===== src/rtl/d_ff_pipe_pkg.sv =====
// Shared constants and helpers for the d_ff_pipe register pipeline.
package d_ff_pipe_pkg;

    localparam int D_FF_PIPE_WIDTH_DEF = 8;
    localparam int D_FF_PIPE_DEPTH_DEF = 4;

    // Width of an occupancy counter that must represent 0..depth inclusive.
    function automatic int cnt_w(input int depth);
        return $clog2(depth + 1);
    endfunction

endpackage


===== src/rtl/d_ff_pipe_stage.sv =====
// One pipeline stage: a {valid, data} register with its slice of the ready chain.
module d_ff_pipe_stage
    import d_ff_pipe_pkg::*;
#(
    parameter int            SW      = D_FF_PIPE_WIDTH_DEF,
    parameter logic [SW-1:0] RST_VAL = '0
) (
    input  logic          clk,
    input  logic          rst,
    input  logic          flush,
    input  logic          rdy_next,
    input  logic          in_valid,
    input  logic [SW-1:0] in_data,
    output logic          rdy,
    output logic          valid,
    output logic [SW-1:0] data
);

    logic          valid_q, valid_d;
    logic [SW-1:0] data_q, data_d;

    // An empty stage always accepts, so bubbles collapse under a downstream stall.
    assign rdy   = ~valid_q | rdy_next;
    assign valid = valid_q;
    assign data  = data_q;

    always_comb begin
        valid_d = valid_q;
        data_d  = data_q;
        if (flush) begin
            valid_d = 1'b0;
        end else if (rdy) begin
            valid_d = in_valid;
            if (in_valid) begin
                data_d = in_data;
            end
        end
    end

    always_ff @(posedge clk) begin
        if (rst) begin
            valid_q <= 1'b0;
            data_q  <= RST_VAL;
        end else begin
            valid_q <= valid_d;
            data_q  <= data_d;
        end
    end

endmodule


===== src/rtl/d_ff_pipe.sv =====
// WIDTH-bit, DEPTH-stage valid/ready register pipeline with flush and occupancy count.
// Define D_FF_PIPE_PARITY_EN to carry an even-parity bit per stage and flag output errors.
module d_ff_pipe
    import d_ff_pipe_pkg::*;
#(
    parameter int               WIDTH   = D_FF_PIPE_WIDTH_DEF,
    parameter int               DEPTH   = D_FF_PIPE_DEPTH_DEF,
    parameter logic [WIDTH-1:0] RST_VAL = '0
) (
    input  logic                      clk,
    input  logic                      rst,
    input  logic                      flush,
    input  logic                      in_valid,
    output logic                      in_ready,
    input  logic [WIDTH-1:0]          in_data,
    output logic                      out_valid,
    input  logic                      out_ready,
    output logic [WIDTH-1:0]          out_data,
    output logic [cnt_w(DEPTH)-1:0]   count,
    output logic                      out_par_err
);

    localparam int CW = cnt_w(DEPTH);

`ifdef D_FF_PIPE_PARITY_EN
    localparam int              PW     = 1;
    localparam logic [WIDTH:0]  SRST   = {^RST_VAL, RST_VAL};
`else
    localparam int              PW     = 0;
    localparam logic [WIDTH-1:0] SRST  = RST_VAL;
`endif
    localparam int SW = WIDTH + PW;

    logic [DEPTH-1:0] vld;
    logic [DEPTH-1:0] rdy_v;
    logic [SW-1:0]    dat [DEPTH];
    logic [SW-1:0]    in_word;
    logic             in_xfer;
    logic             out_xfer;
    logic [CW-1:0]    count_q, count_d;

`ifdef D_FF_PIPE_PARITY_EN
    assign in_word = {^in_data, in_data};
`else
    assign in_word = in_data;
`endif

    assign in_ready = rdy_v[0] & ~flush & ~rst;
    assign in_xfer  = in_valid & in_ready;
    assign out_xfer = vld[DEPTH-1] & out_ready;

    for (genvar i = 0; i < DEPTH; i++) begin : g_stage
        logic          src_valid;
        logic [SW-1:0] src_data;
        logic          nxt_rdy;

        if (i == 0) begin : g_first
            assign src_valid = in_xfer;
            assign src_data  = in_word;
        end else begin : g_mid
            assign src_valid = vld[i-1];
            assign src_data  = dat[i-1];
        end

        if (i == DEPTH - 1) begin : g_last
            assign nxt_rdy = out_ready;
        end else begin : g_inner
            assign nxt_rdy = rdy_v[i+1];
        end

        d_ff_pipe_stage #(
            .SW      (SW),
            .RST_VAL (SRST)
        ) u_stage (
            .clk      (clk),
            .rst      (rst),
            .flush    (flush),
            .rdy_next (nxt_rdy),
            .in_valid (src_valid),
            .in_data  (src_data),
            .rdy      (rdy_v[i]),
            .valid    (vld[i]),
            .data     (dat[i])
        );
    end

    assign out_valid = vld[DEPTH-1];
    assign out_data  = dat[DEPTH-1][WIDTH-1:0];

`ifdef D_FF_PIPE_PARITY_EN
    // Reduction over {par, data} equals ^data ^ par.
    assign out_par_err = out_valid & (^dat[DEPTH-1]);
`else
    assign out_par_err = 1'b0;
`endif

    // A delivery in a flush cycle still leaves the count at zero.
    always_comb begin
        count_d = count_q;
        if (flush) begin
            count_d = '0;
        end else begin
            count_d = count_q + CW'(in_xfer) - CW'(out_xfer);
        end
    end

    always_ff @(posedge clk) begin
        if (rst) begin
            count_q <= '0;
        end else begin
            count_q <= count_d;
        end
    end

    assign count = count_q;

endmodule


===== config.mk =====
export PLATFORM = sky130hd
export DESIGN_NAME = d_ff_pipe
export DESIGN_NICKNAME = d
export VERILOG_FILES = /design/src/rtl/d_ff_pipe_pkg.sv /design/src/rtl/d_ff_pipe_stage.sv /design/src/rtl/d_ff_pipe.sv
export SDC_FILE = /design/constraint.sdc
export NUM_CORES = 1
export LEC_CHECK = 0
export CAP_MARGIN = 20
export CORE_MARGIN = 8
export CORE_UTILIZATION = 45
export DETAILED_ROUTE_END_ITERATION = 16
export MAX_ROUTING_LAYER = met4
export PLACE_DENSITY = 0.69
export SYNTH_ARGS = -nofsm -noshare
export SYNTH_HDL_FRONTEND = slang
export SYNTH_SLANG_ARGS = --single-unit

===== constraint.sdc =====
create_clock -name clk -period 4.7 [get_ports clk]
set_input_delay 0.94 -clock clk [delete_from_list [all_inputs] [get_ports clk]]
set_output_delay 0.94 -clock clk [all_outputs]
set_load 0.005 [all_outputs]

=== Word level (Yosys, flattened, before mapping) ===
Index checks and enable logic that the tools add are counted.

* Bits of input ports: 13
* Bits in registers: 39
* Output and inout port bits: 14

* Reduce and logical (&&, ||, !) cells: 5
* Bitwise logic cells: 14
* $add $sub $neg: 2

{| class="wikitable"
|+ Operators by type and width
! kind !! number
|-
| 3-bit AND reduction || 4
|-
| 1-bit NOT || 6
|-
| 1-bit bitwise AND || 4
|-
| 1-bit OR || 4
|-
| 3-bit by 1-bit adder with 3-bit output || 1
|-
| 3-bit by 1-bit subtractor with 3-bit output || 1
|-
| 2-bit OR reduction || 1
|}

=== Logic depth before layout (Yosys ltp) ===
* Word-level depth: 10
* Depth in mapped cells: 12
* Mapped depth without buffers: 10

=== By module ===
A second synthesis with hierarchy kept.

* Cell total of the unflattened synthesis: 179
* Area, all modules: 1851.8 um2

{| class="wikitable"
|+ By module, submodules not included
! module !! times used !! cells an instance !! area an instance (um2)
|-
| d_ff_pipe_stage || 4 || 40 || 414.1
|-
| d_ff_pipe || 1 || 19 || 195.2
|}

=== Worst setup path after synthesis ===
Ideal clock, no wire load.

* Path type: in2reg
* From: in out_ready
* To: reg count_q[2], in the netlist count[2]
* Path buffers: 2
* Slack: 1.838 ns
* Library setup time: 0.121 ns
* Required time: 4.579 ns
* Stages: 12
* Data arrival time: 2.741 ns
* Cell sequence: nand2b_1 > clkbuf_1 > buf_2 > o211ai_1 > ha_1 > inv_1 > ha_1 > inv_1 > fa_1 > xor2_1 > xnor2_1 > nor2_1

* Cells in the longest elaborated chain, start to end: 9
* Elaborated cells on any way between the ends: 10
* Classes of those cells: add/sub (2); bitwise (8)

{| class="wikitable"
|+ Ends and longest elaborated chain
! item !! RTL line !! text
|-
| from (decl) || d_ff_pipe.sv:17 || <nowiki>input logic out_ready,</nowiki>
|-
| 1-bit OR (4 in a row) || d_ff_pipe_stage.sv:23 || <nowiki>assign rdy = ~valid_q | rdy_next;</nowiki>
|-
| 1-bit bitwise AND (2 in a row) || d_ff_pipe.sv:48 || <nowiki>assign in_ready = rdy_v[0] & ~flush & ~rst;</nowiki>
|-
| 1-bit bitwise AND || d_ff_pipe.sv:49 || <nowiki>assign in_xfer = in_valid & in_ready;</nowiki>
|-
| 3-bit by 1-bit adder with 3-bit output || d_ff_pipe.sv:103 || <nowiki>count_d = count_q + CW'(in_xfer) - CW'(out_xfer);</nowiki>
|-
| 3-bit by 1-bit subtractor with 3-bit output (*) || d_ff_pipe.sv:103 ||
|-
| to (signal assigned) || d_ff_pipe.sv:111 || <nowiki>count_q <= count_d;</nowiki>
|-
| to (decl) || d_ff_pipe.sv:40 || <nowiki>logic [CW-1:0] count_q, count_d;</nowiki>
|}

Mark *: on every way between the ends. The rest lies on a longest branch, timed or not.
A chain may end at the register's enable or synchronous reset.

=== Worst setup path in the final report ===
* From: in rst
* To: out in_ready

* Cells in the longest elaborated chain, start to end: 2

{| class="wikitable"
|+ Ends and longest elaborated chain
! item !! RTL line !! text
|-
| from (decl) || d_ff_pipe.sv:11 || <nowiki>input logic rst,</nowiki>
|-
| 1-bit NOT || d_ff_pipe.sv:48 ||
|-
| 1-bit bitwise AND || d_ff_pipe.sv:48 ||
|-
| to (decl) || d_ff_pipe.sv:14 || <nowiki>output logic in_ready,</nowiki>
|}

No other way between the ends.

==> impl.org <==
** Run status
- The flow ran to the end, and the final reports show no timing, DRC or antenna violations.

** STA
- Worst hold slack :: 0.467 ns
- Setup repair after global routing left no endpoint under its margin.
- Setup violations remaining at the end of the flow were counted as 0.
- Post-route minimum period :: 3.56 ns
- Final Max Tran Viols :: 0
- Clock skew after layout :: 0.00496 ns
- At the pin with the least slew margin, the transition time is 0.650 ns.
- Max-slew headroom at the worst pin :: 0.566
- Number of hold-slack violations in the final timing report :: 0
- Max Freq :: 281 MHz
- Total Neg Setup Slack :: 0 ns
- Final worst path period share :: 0.757

** Route
- Pre-antenna DRT Iters :: 4
- The count of nets left with antenna violations once routing finished came out at 0.
- After detailed routing, the average wire length per cell comes to 14.3 um.
- In this run, the number of DRC markers left after iteration 0 of detailed routing was 87.
- Remaining design rule violation count :: 0
- Using the TritonRoute via totals, the vias-per-cell ratio works out to 5.44.
- Final WL :: 3.51 mm
- Count of vias placed by the detailed router :: 1339

** Layout
- Final design utilization :: 0.560
- The area growth from synthesis to layout is 21.5%.
- Leaving out filler cells and counting taps, the final layout contains 246.
- Fraction of final layout cells with drive strength greater than 1 :: 0.0657
- The repair_antennas step left the layout with diodes totalling 0.
- Most frequent cells in the layout :: 39 x dfxtp_1, 25 x clkdlybuf4s50_1, 24 x nand2_1
- Nets@finish :: 213
- Most common cell after layout, fill and taps aside :: dfxtp_1
- After routing the design area is 0.00202 sq mm.

** GRT
- GRT Total Usage :: 0.125
- GRT overflow :: 0
- Number of antenna violations at the first check in global routing :: 0
- The first global-routing pass estimated 6.00 mm of wire.
- Vias in the first global route :: 1297
- Largest net degree at the start of global routing :: 41

** Worst hold path
- The worst hold path passes through 2 cells.
- Class of the worst hold path :: flip-flop to flip-flop
- Min-delay src :: g_stage[2].u_stage.data[6]$_SDFFE_PP0P_

** Worst setup path
- For this design, the slowest cell found on the critical path is clkdlybuf4s50_1.
- Worst path most repeated cell :: clkdlybuf4s50_1
- Startpoint Class :: primary input
- The critical path is of the primary input to primary output type.
- The critical path starts at rst.
- Data on the critical path arrives at its endpoint at 2.62 ns.
- Of all nets on the critical path, the largest fanout is 11.
- For this run, the slowest stage of the critical path takes 0.60 ns.
- The worst register-to-register path begins at g_stage[2].u_stage.valid$_SDFFE_PP0P_.
- For the worst setup path, the data required time is 3.76 ns.
- Depth of the most critical reg-to-reg path :: 10
- STA classifies the critical path endpoint as a primary output.
- Series of cell instances along the critical path :: clkdlybuf4s50_1 -> or2_2 -> nor2_1 -> clkdlybuf4s50_1

** Placed design
- Summed over all nets, the half-perimeter wirelength after detailed placement is 2.54 mm.
- Summing all placed instances gives a cell area of 0.00191 sq mm.
- At the end of routability-driven placement, the weighted congestion stood at 0.765.
- Count of input and output buffers :: 25
- Total instance count after detailed placement :: 237

** Floorplanning
- The core region is 0.00361 sq mm.
- Die Footprint :: 0.00590 sq mm
- Vertical die dimension :: 76.8 um
- The floorplan has 22 rows.
- Total I/O pin count :: 27
- Measured along the x axis, the die boundary spans 76.8 um.
- For this configuration, the core starts out at a cell density of 0.461.

** Yosys
- A synthesized cell averages 9.29 sq um.
- For this run, the register share of the synthesized area comes to 0.470.
- During synthesis, Yosys emitted a total of 0 warnings.
- Count of distinct cell types in the synthesized netlist :: 29
- Count of state elements after synthesis :: 39
- Synthesized instance count :: 179
- In this run the cell area of the synthesized design comes to 0.00166 sq mm.
- Total nets after synthesis :: 195

** Power
- Internal power comes to 457 uW.
- Sequential share of power :: 0.570
- Switching share of power :: 0.226
- VDD sags by at most 0.000144 V.
- Summed over all cells, the static leakage comes to 0.000645 uW.
- Of the total power, the clock network draws 0.366.
- For this design the total switching power over the nets is 134 uW.
- Power spread over the standard cell area amounts to 293 mW/mm^2.
- The share of total power dissipated in combinational logic is 0.064.

** Clock tree
- The number of hold buffers added after CTS was 0.
- Clock transition at the registers of the reported paths :: 0.07 ns
- TritonCTS built the clock tree.
- Max Buffers Root-to-Sink :: 2
- After clock tree synthesis, the repair step resized 0 gates.
- Buffers added to address setup during post-CTS repair amount to 0.
- The root buffer cell chosen for the clock tree is clkbuf_8.
- Number of CTS-inserted buffers :: 5
- Clock sinks :: 39
- The clock tree synthesis step divided the H-tree into 2 levels.
- At the later pin of the worst-skew pair, clock insertion delay measures 0.28 ns.

** Job
- Max-cap violations in this run came to 0.
cell type report:
cell class                 instances  area, sq um
fill                             334         1590
multi-input combinational        120          795
sequential                        39          781
timing repair buffer              27          285
clock buffer                       6         72.6
tap                               48         60.1
inverter                           4         15.0
clock inverter                     2         12.5
power by group through the flow:
stage	clock [uW]	combinational (uW)	sequential (uW)
after global routing	235	41.7	338
after floorplan	0	19.8	344
after global placement	0	33.6	345
after CTS	226	34.8	337
after detailed placement	0	34.7	345
final	216	37.7	337
worst max-delay path, delay by kind of cell:
kind / cells / cell delay (ns)
simple gates: 2 / 0.57
buf+inv: 2 / 1.11
sequential cells by signal, summed over array words and instances (netlist names):
register               count
g_stage.u_stage.data      32
g_stage.u_stage.valid      4
count                      3
final timing paths:
check / endpoint / slack [ns]
worst max-delay path: in_ready / 1.14
worst min-delay path: g_stage[2].u_stage.data[6]$_SDFFE_PP0P_ / 0.47
worst max register to register: count[2]$_SDFF_PP0_ / 1.90
worst min register to register: g_stage[2].u_stage.data[6]$_SDFFE_PP0P_ / 0.47
through the flow:
| step | total power [uW] | setup WS [ns] |
|---|---|---|
| 6_report | 591 | 1.14 |
| 5_1_grt | 615 | 1.07 |
| 4_1_cts | 598 | 1.13 |
| 3_5_place_dp | 380 | 1.04 |
| 3_3_place_gp | 378 | 1.14 |
| 2_1_floorplan | 364 | 1.84 |
cell families (layout without fill, tap and decap cells):
logic type | Yosys count | in the layout | share of synthesized area
AO/OA/AOI/OAI | 38 | 38 | 0.174
flip-flops | 39 | 39 | 0.470
adder cells (fa/ha/maj) | 3 | 3 | 0.0271
XOR/XNOR | 2 | 2 | 0.0105
buffers and inverters | 20 | 39 | 0.0527
multiplexers | 16 | 16 | 0.0963
AND/OR/NAND/NOR | 60 | 60 | 0.168
other | 1 | 1 | 0.00226
synthesized netlist by cell type:
master     instances  area (sq um)
and2_1             2          12.5
xnor2_1            1          8.76
buf_2              4          20.0
o311ai_0           8          70.1
clkbuf_1           8          30.0
nand2b_1           4          25.0
dfxtp_1           39           781
buf_1              2          7.51
a31oi_1            1          6.26
inv_1              4          15.0
a21oi_4            1          16.3
o2111ai_1          8          70.1
nor2b_4            1          13.8
conb_1             1          3.75
o211ai_1           1          7.51
nand3_1           17          85.1
a21oi_1            9          45.0
o21ai_0            8          40.0
xor2_1             1          8.76
mux2i_1           16           160
o21a_1             1          7.51
nand2_1           24          90.1
or2_2              1          6.26
a311oi_4           1          26.3
buf_4              2          15.0
fa_1               1          20.0
ha_1               2          25.0
nor2_1             9          33.8
nor2b_1            2          12.5
metal layers:
layer	GRT usage	share of wire	up-vias
met4	0.0462	0.0060	0
li1	-	-	670
met3	0.0373	0.034	2
met5	-	0	-
met2	0.203	0.49	23
met1	0.142	0.47	644
(Power assumes the default switching activity.)
